[src/rtl/uart_port_arbiter.sv]
// rtl/uart_port_arbiter.sv - shares the UART byte ports between NREQ transmit requesters and drains RX
// TX: round-robin arbitration with per-message locking and a stall timeout; RX: FWFT pop into a valid/ready register.
module uart_port_arbiter #(
  parameter int NREQ         = 4,
  parameter int DW           = 8,
  parameter int LOCK_TIMEOUT = 1023,
  parameter int GW           = $clog2(NREQ)
) (
  input  logic               clk,
  input  logic               rstn,
  input  logic [NREQ-1:0]    req_valid,
  input  logic [NREQ*DW-1:0] req_data,
  input  logic [NREQ-1:0]    req_last,
  output logic [NREQ-1:0]    req_ready,
  output logic               uart_wr,
  output logic [DW-1:0]      uart_wdata,
  input  logic               uart_txfull,
  output logic               uart_rd,
  input  logic [DW-1:0]      uart_rdata,
  input  logic               uart_rxempty,
  output logic               rx_valid,
  output logic [DW-1:0]      rx_data,
  input  logic               rx_ready,
  output logic [GW-1:0]      grant_id,
  output logic               tx_busy,
  output logic               err_timeout
);

  localparam int CW = $clog2(LOCK_TIMEOUT + 1);

  typedef enum logic {ST_IDLE, ST_LOCK} state_t;

  state_t          r_state;
  logic [GW-1:0]   r_rr_ptr;
  logic [GW-1:0]   r_grant_id;
  logic [CW-1:0]   r_cnt;
  logic            r_err_timeout;
  logic            r_rx_valid;
  logic [DW-1:0]   r_rx_data;

  logic            w_found;
  logic [GW-1:0]   w_pick;
  logic [GW-1:0]   w_next_ptr;
  logic [NREQ-1:0] w_ready;
  logic            w_xfer;
  logic            w_rd;

  // First requesting index at or after the round-robin pointer, wrapping at NREQ.
  always_comb begin
    w_found = 1'b0;
    w_pick  = '0;
    for (int k = 0; k < NREQ; k++) begin
      if (!w_found && req_valid[(int'(r_rr_ptr) + k) % NREQ]) begin
        w_found = 1'b1;
        w_pick  = GW'((int'(r_rr_ptr) + k) % NREQ);
      end
    end
  end

  assign w_next_ptr = (r_grant_id == GW'(NREQ - 1)) ? '0 : r_grant_id + 1'b1;

  always_comb begin
    w_ready = '0;
    if (r_state == ST_LOCK && !uart_txfull)
      w_ready[r_grant_id] = 1'b1;
  end

  assign w_xfer     = |(w_ready & req_valid);
  assign req_ready  = w_ready;
  assign uart_wr    = w_xfer;
  assign uart_wdata = req_data[int'(r_grant_id)*DW +: DW];

  always_ff @(posedge clk or negedge rstn) begin
    if (!rstn) begin
      r_state       <= ST_IDLE;
      r_rr_ptr      <= '0;
      r_grant_id    <= '0;
      r_cnt         <= '0;
      r_err_timeout <= 1'b0;
    end else begin
      r_err_timeout <= 1'b0;
      case (r_state)
        ST_IDLE: begin
          if (w_found) begin
            r_grant_id <= w_pick;
            r_cnt      <= '0;
            r_state    <= ST_LOCK;
          end
        end
        ST_LOCK: begin
          if (w_xfer) begin
            r_cnt <= '0;
            if (req_last[r_grant_id]) begin
              r_state  <= ST_IDLE;
              r_rr_ptr <= w_next_ptr;
            end
          end else if (r_cnt == CW'(LOCK_TIMEOUT - 1)) begin
            // This is the LOCK_TIMEOUT-th idle cycle: abandon the partial message.
            r_err_timeout <= 1'b1;
            r_state       <= ST_IDLE;
            r_rr_ptr      <= w_next_ptr;
            r_cnt         <= '0;
          end else begin
            r_cnt <= r_cnt + 1'b1;
          end
        end
        default: r_state <= ST_IDLE;
      endcase
    end
  end

  assign grant_id    = r_grant_id;
  assign tx_busy     = (r_state == ST_LOCK);
  assign err_timeout = r_err_timeout;

  // Pop only when the output register is free or being emptied this cycle.
  assign w_rd    = rstn && !uart_rxempty && (!r_rx_valid || rx_ready);
  assign uart_rd = w_rd;

  always_ff @(posedge clk or negedge rstn) begin
    if (!rstn) begin
      r_rx_valid <= 1'b0;
      r_rx_data  <= '0;
    end else if (w_rd) begin
      r_rx_valid <= 1'b1;
      r_rx_data  <= uart_rdata;
    end else if (r_rx_valid && rx_ready) begin
      r_rx_valid <= 1'b0;
    end
  end

  assign rx_valid = r_rx_valid;
  assign rx_data  = r_rx_data;

endmodule

[config.mk]
export PLATFORM = sky130hd
export DESIGN_NAME = uart_port_arbiter
export DESIGN_NICKNAME = d
export VERILOG_FILES = /design/src/rtl/uart_port_arbiter.sv
export SDC_FILE = /design/constraint.sdc
export NUM_CORES = 1
export LEC_CHECK = 0
export BUFFER_PORTS_ARGS = -buffer_cell sky130_fd_sc_hd__clkbuf_2
export CORE_ASPECT_RATIO = 0.5
export CORE_UTILIZATION = 42
export DETAILED_ROUTE_END_ITERATION = 8
export PLACE_DENSITY = 0.77
export SETUP_SLACK_MARGIN = 0.15
export SLEW_MARGIN = 20
export SYNTH_ARGS = -nofsm -noshare
export SYNTH_HDL_FRONTEND = slang
export SYNTH_SLANG_ARGS = --single-unit
[constraint.sdc]
create_clock -name clk -period 1.97 [get_ports clk]
set_input_delay 0.197 -clock clk [delete_from_list [all_inputs] [get_ports clk]]
set_output_delay 0.197 -clock clk [all_outputs]
set_load 0.005 [all_outputs]
==> flow_results.org <==
** Status
- The run finished with clean final reports.

** Pwr
- Lkg Pwr :: 1.06 nW
- The share of total power dissipated in the clock network is 0.127.
- Net switching power of the design :: 0.884 mW
- Total power per unit cell area :: 1060 nW/um2
- Of the total power, the share spent switching nets is 0.378.
- P_int :: 1.45 mW
- Sequential fraction of design power :: 0.333
- Across the VDD grid, the largest voltage drop is 0.000302 V.
- Relative contribution of combinational cells to total power :: 0.540

** STA
- The final hold violation count was 0.
- Final setup fails :: 0
- The total count of max-transition violations in the final report is 0.
- The worst pin sits at a relative slew slack of 0.674.
- Timing-limited maximum frequency :: 565 MHz
- For the final database, setup skew stands at 0.00753 ns.
- Dividing the final minimum period by the clock period gives 0.899.
- Final min period :: 1.77 ns
- Summed over all failing endpoints, the final setup total negative slack is 0 ns.
- For the pin with the worst max-slew slack, the measured transition is 0.489 ns.
- Setup repair after global routing left no endpoint under its margin.

** Clocking
- TritonCTS built the clock tree.
- After clock tree synthesis, the clock-pin slew on the worst setup and hold paths is 0.09 ns.
- Maximum clock path buffer count :: 2
- Clock network latency to the later pin of the worst-skew pair :: 0.27 ns
- The tree is rooted in a sky130_fd_sc_hd__clkbuf_8.
- Counting every sink on the clock net gives 25.
- Cts bufs inserted :: 3
- CTS built an H-tree with a depth of 1.

** Place
- The congestion estimate from routability-driven global placement came to 0.828.
- Final HPWL from detailed placement :: 3280 um
- Number of placed instances, taps included :: 278
- Buffers placed on the I/O ports in this run total 79.

** Global routing
- The first global-routing pass estimated 6160 um of wire.
- Number of global-route vias before repair :: 1405
- In the global route stage, overall resource usage came out at 0.186.
- Number of antenna violations at the first check in global routing :: 0
- Entering global routing, the biggest net connects 26 pins.
- Global routing finished with a remaining overflow of 0.

** Synthesis
- Synthesized area per cell :: 11.2 um2
- Total nets after synthesis :: 208
- The share of the Yosys chip area taken by registers is 0.375.
- Counting flops with a built-in enable in the synthesized netlist gives 0.
- The biggest area contributor in the post-synthesis netlist is sky130_fd_sc_hd__dfrtp_1.
- Register bit total from synthesis :: 25
- Post-Synthesis Cells :: 149
- Ys async rst share :: 1.00
- After synthesis the cells add up to 1670 um2.
- Post-synth top flop :: sky130_fd_sc_hd__dfrtp_1
- Number of different library cells in the post-synthesis netlist :: 47
- Biggest area contributors in the synthesized netlist :: sky130_fd_sc_hd__dfrtp_1, sky130_fd_sc_hd__mux4_2, sky130_fd_sc_hd__mux2_1
- Top cell type's share of synthesized area :: 0.375
- During synthesis, Yosys emitted a total of 0 warnings.

** Floorplanning
- Height of the die :: 46.6 um
- The die covers 4240 um2.
- Horizontal extent of the die :: 91.1 um
- I/O pins :: 80
- The core region is 3600 um2.
- The floorplan has 15 rows.
- Effective utilization at floorplan :: 0.463

** Setup path
- Setup slack on the worst reg-to-reg path comes out at 0.24 ns.
- In this run the worst path has a maximum fanout of 6.
- Crit path capture type :: output port
- The number of cells on the worst reg-to-reg path is 5.
- The signal on the critical path passes through ha_1, a22o_4, o21a_4, clkbuf_2.
- The worst setup path is of the flop to output port kind.
- Reg-to-reg endpoint :: r_cnt[2]
- CP top delay family :: compound AO/OA/AOI/OAI gates
- On the worst path, the slowest cell contributes a delay of 0.45 ns.
- Among all stages on the critical path, the largest delay is contributed by sky130_fd_sc_hd__dfrtp_2.
- Data on the critical path is required at its endpoint by 1.77 ns.
- Number of buffers and inverters on the critical path :: 1
- Worst Setup Start Kind :: flop
- Worst R2R Start :: grant_id[0]
- WP data arrival :: 1.57 ns

** Min path
- In this run the most critical hold path is launched from rx_ready.
- Counting instances, the worst hold path has a depth of 2.
- Classification of the worst-slack hold path :: input pin to flop
- The path with the worst hold slack has its endpoint at rx_valid.

** Drt
- The count of nets left with antenna violations once routing finished came out at 0.
- The first detailed-routing pass took 4 iterations.
- Final routed wire length divided by cell count :: 14.4 um
- Via/cell ratio :: 5.31
- For this block, the via count after detailed routing is 1512.
- In the routed design, unresolved DRC markers number 0.
- The detailed router finished its first iteration with 30 violations.
- The routed design has 4110 um of wire.

** Layout
- Area grow syn2layout :: 32.9%
- The number of antenna diodes in the final layout is 0.
- In the final layout, the share of cells above drive strength 1 is 0.483.
- For this run, the number of standard cells in the final layout without fillers is 285.
- Final-stage net count :: 294

** Run
- Count of max-cap constraint violations :: 0
power groups by stage:
stage | registers (mW) | logic [mW] | clock network, mW
5_1_grt | 0.800 | 1.39 | 0.322
6_report | 0.778 | 1.26 | 0.297
4_1_cts | 0.777 | 1.22 | 0.307
2_1_floorplan | 0.770 | 0.817 | 0
3_3_place_gp | 0.778 | 1.19 | 0
3_5_place_dp | 0.787 | 1.21 | 0
synth_stat cells (2+ instances only):
cell type,number
sky130_fd_sc_hd__nand2_1,12
sky130_fd_sc_hd__nand3_1,5
sky130_fd_sc_hd__nand4_1,5
sky130_fd_sc_hd__and4_1,2
sky130_fd_sc_hd__nor2_1,5
sky130_fd_sc_hd__nand3_4,2
sky130_fd_sc_hd__ha_1,6
sky130_fd_sc_hd__o21ai_1,6
sky130_fd_sc_hd__nand2b_1,3
sky130_fd_sc_hd__o21ai_0,4
sky130_fd_sc_hd__mux2_1,9
sky130_fd_sc_hd__dfrtp_1,25
sky130_fd_sc_hd__and2_1,5
sky130_fd_sc_hd__o211ai_1,3
sky130_fd_sc_hd__inv_1,9
sky130_fd_sc_hd__a41oi_1,3
sky130_fd_sc_hd__buf_2,4
sky130_fd_sc_hd__o22ai_1,2
sky130_fd_sc_hd__and3_1,2
sky130_fd_sc_hd__mux4_2,9
sky130_fd_sc_hd__o21a_1,2
per-stage QoR:
stage | instance area (um2) | hold WS [ns] | utilization | worst slack [ns] | power [mW]
after detailed placement | 2130 | 0.269 | 0.592 | 0.219 | 2.00
after global routing | 2220 | 0.146 | 0.615 | 0.141 | 2.51
after floorplan | 1680 | -0.0986 | - | 0.155 | 1.59
after CTS | 2190 | 0.139 | 0.608 | 0.160 | 2.30
final | 2220 | 0.140 | 0.615 | 0.199 | 2.34
after global placement | 2130 | 0.269 | 0.592 | 0.281 | 1.96
worst max path at each step:
stage                     slack, ns        start  depth (start not counted)  endpoint
after global routing           0.14  grant_id[0]                          5   uart_wr
after CTS                      0.16  grant_id[0]                          5   uart_wr
after global placement         0.28  grant_id[0]                          6  r_cnt[2]
final                          0.20  grant_id[0]                          4   uart_wr
after detailed placement       0.22  grant_id[0]                          6  r_cnt[2]
after floorplan                0.16  grant_id[0]                          7   tx_busy
cell usage in the layout (no fill, tap or decap), drive strengths merged, types with 3 or more instances in the layout:
cell type / count
o21ai: 10
nor2: 5
and2: 5
buf: 7
mux4: 9
nand2b: 3
nand2: 12
clkbuf: 83
ha: 6
dfrtp: 25
nand3: 7
nand4: 5
mux2: 9
o211ai: 4
inv: 10
a41oi: 3
o21a: 3
and4: 3
layer usage:
metal / up-vias / GRT usage / wire length, um
li1: 734 / - / -
met1: 730 / 0.211 / 1680
met2: 44 / 0.371 / 2170
met3: 4 / 0.0413 / 226
met4: 0 / 0.0476 / 37
met5: - / 0 / 0
area by class of cell:
| cell class | instances | area (um2) |
|---|---|---|
| multi-input cells | 108 | 985 |
| clock buffers | 4 | 45.0 |
| inverters | 10 | 37.5 |
| well taps | 51 | 63.8 |
| repair buffers | 87 | 458 |
| fillers | 307 | 1390 |
| flip-flops and latches | 25 | 627 |
state kept, by name, summed over array words and instances, names as in the netlist:
signal       count
r_rr_ptr         2
rx_valid         1
tx_busy          1
r_cnt           10
grant_id         2
err_timeout      1
rx_data          8
cells by family (layout without fill, tap and decap cells):
kind of cell	after synthesis	count (layout)	share of synthesized area
compound gates	34	34	0.173
xor+xnor	2	2	0.0105
flops	25	25	0.375
mux	19	19	0.188
buf+inv	16	101	0.0413
fa+ha+maj	6	6	0.0450
simple gates	47	47	0.167
what timing repair did:
item                       CTS  global route
buffers inserted             0             2
hold buffers                 1             0
setup endpoints to repair    0             3
resized for setup            0             4
hold endpoints to repair    25             0
Note: power is estimated with default switching activity, not from simulation.
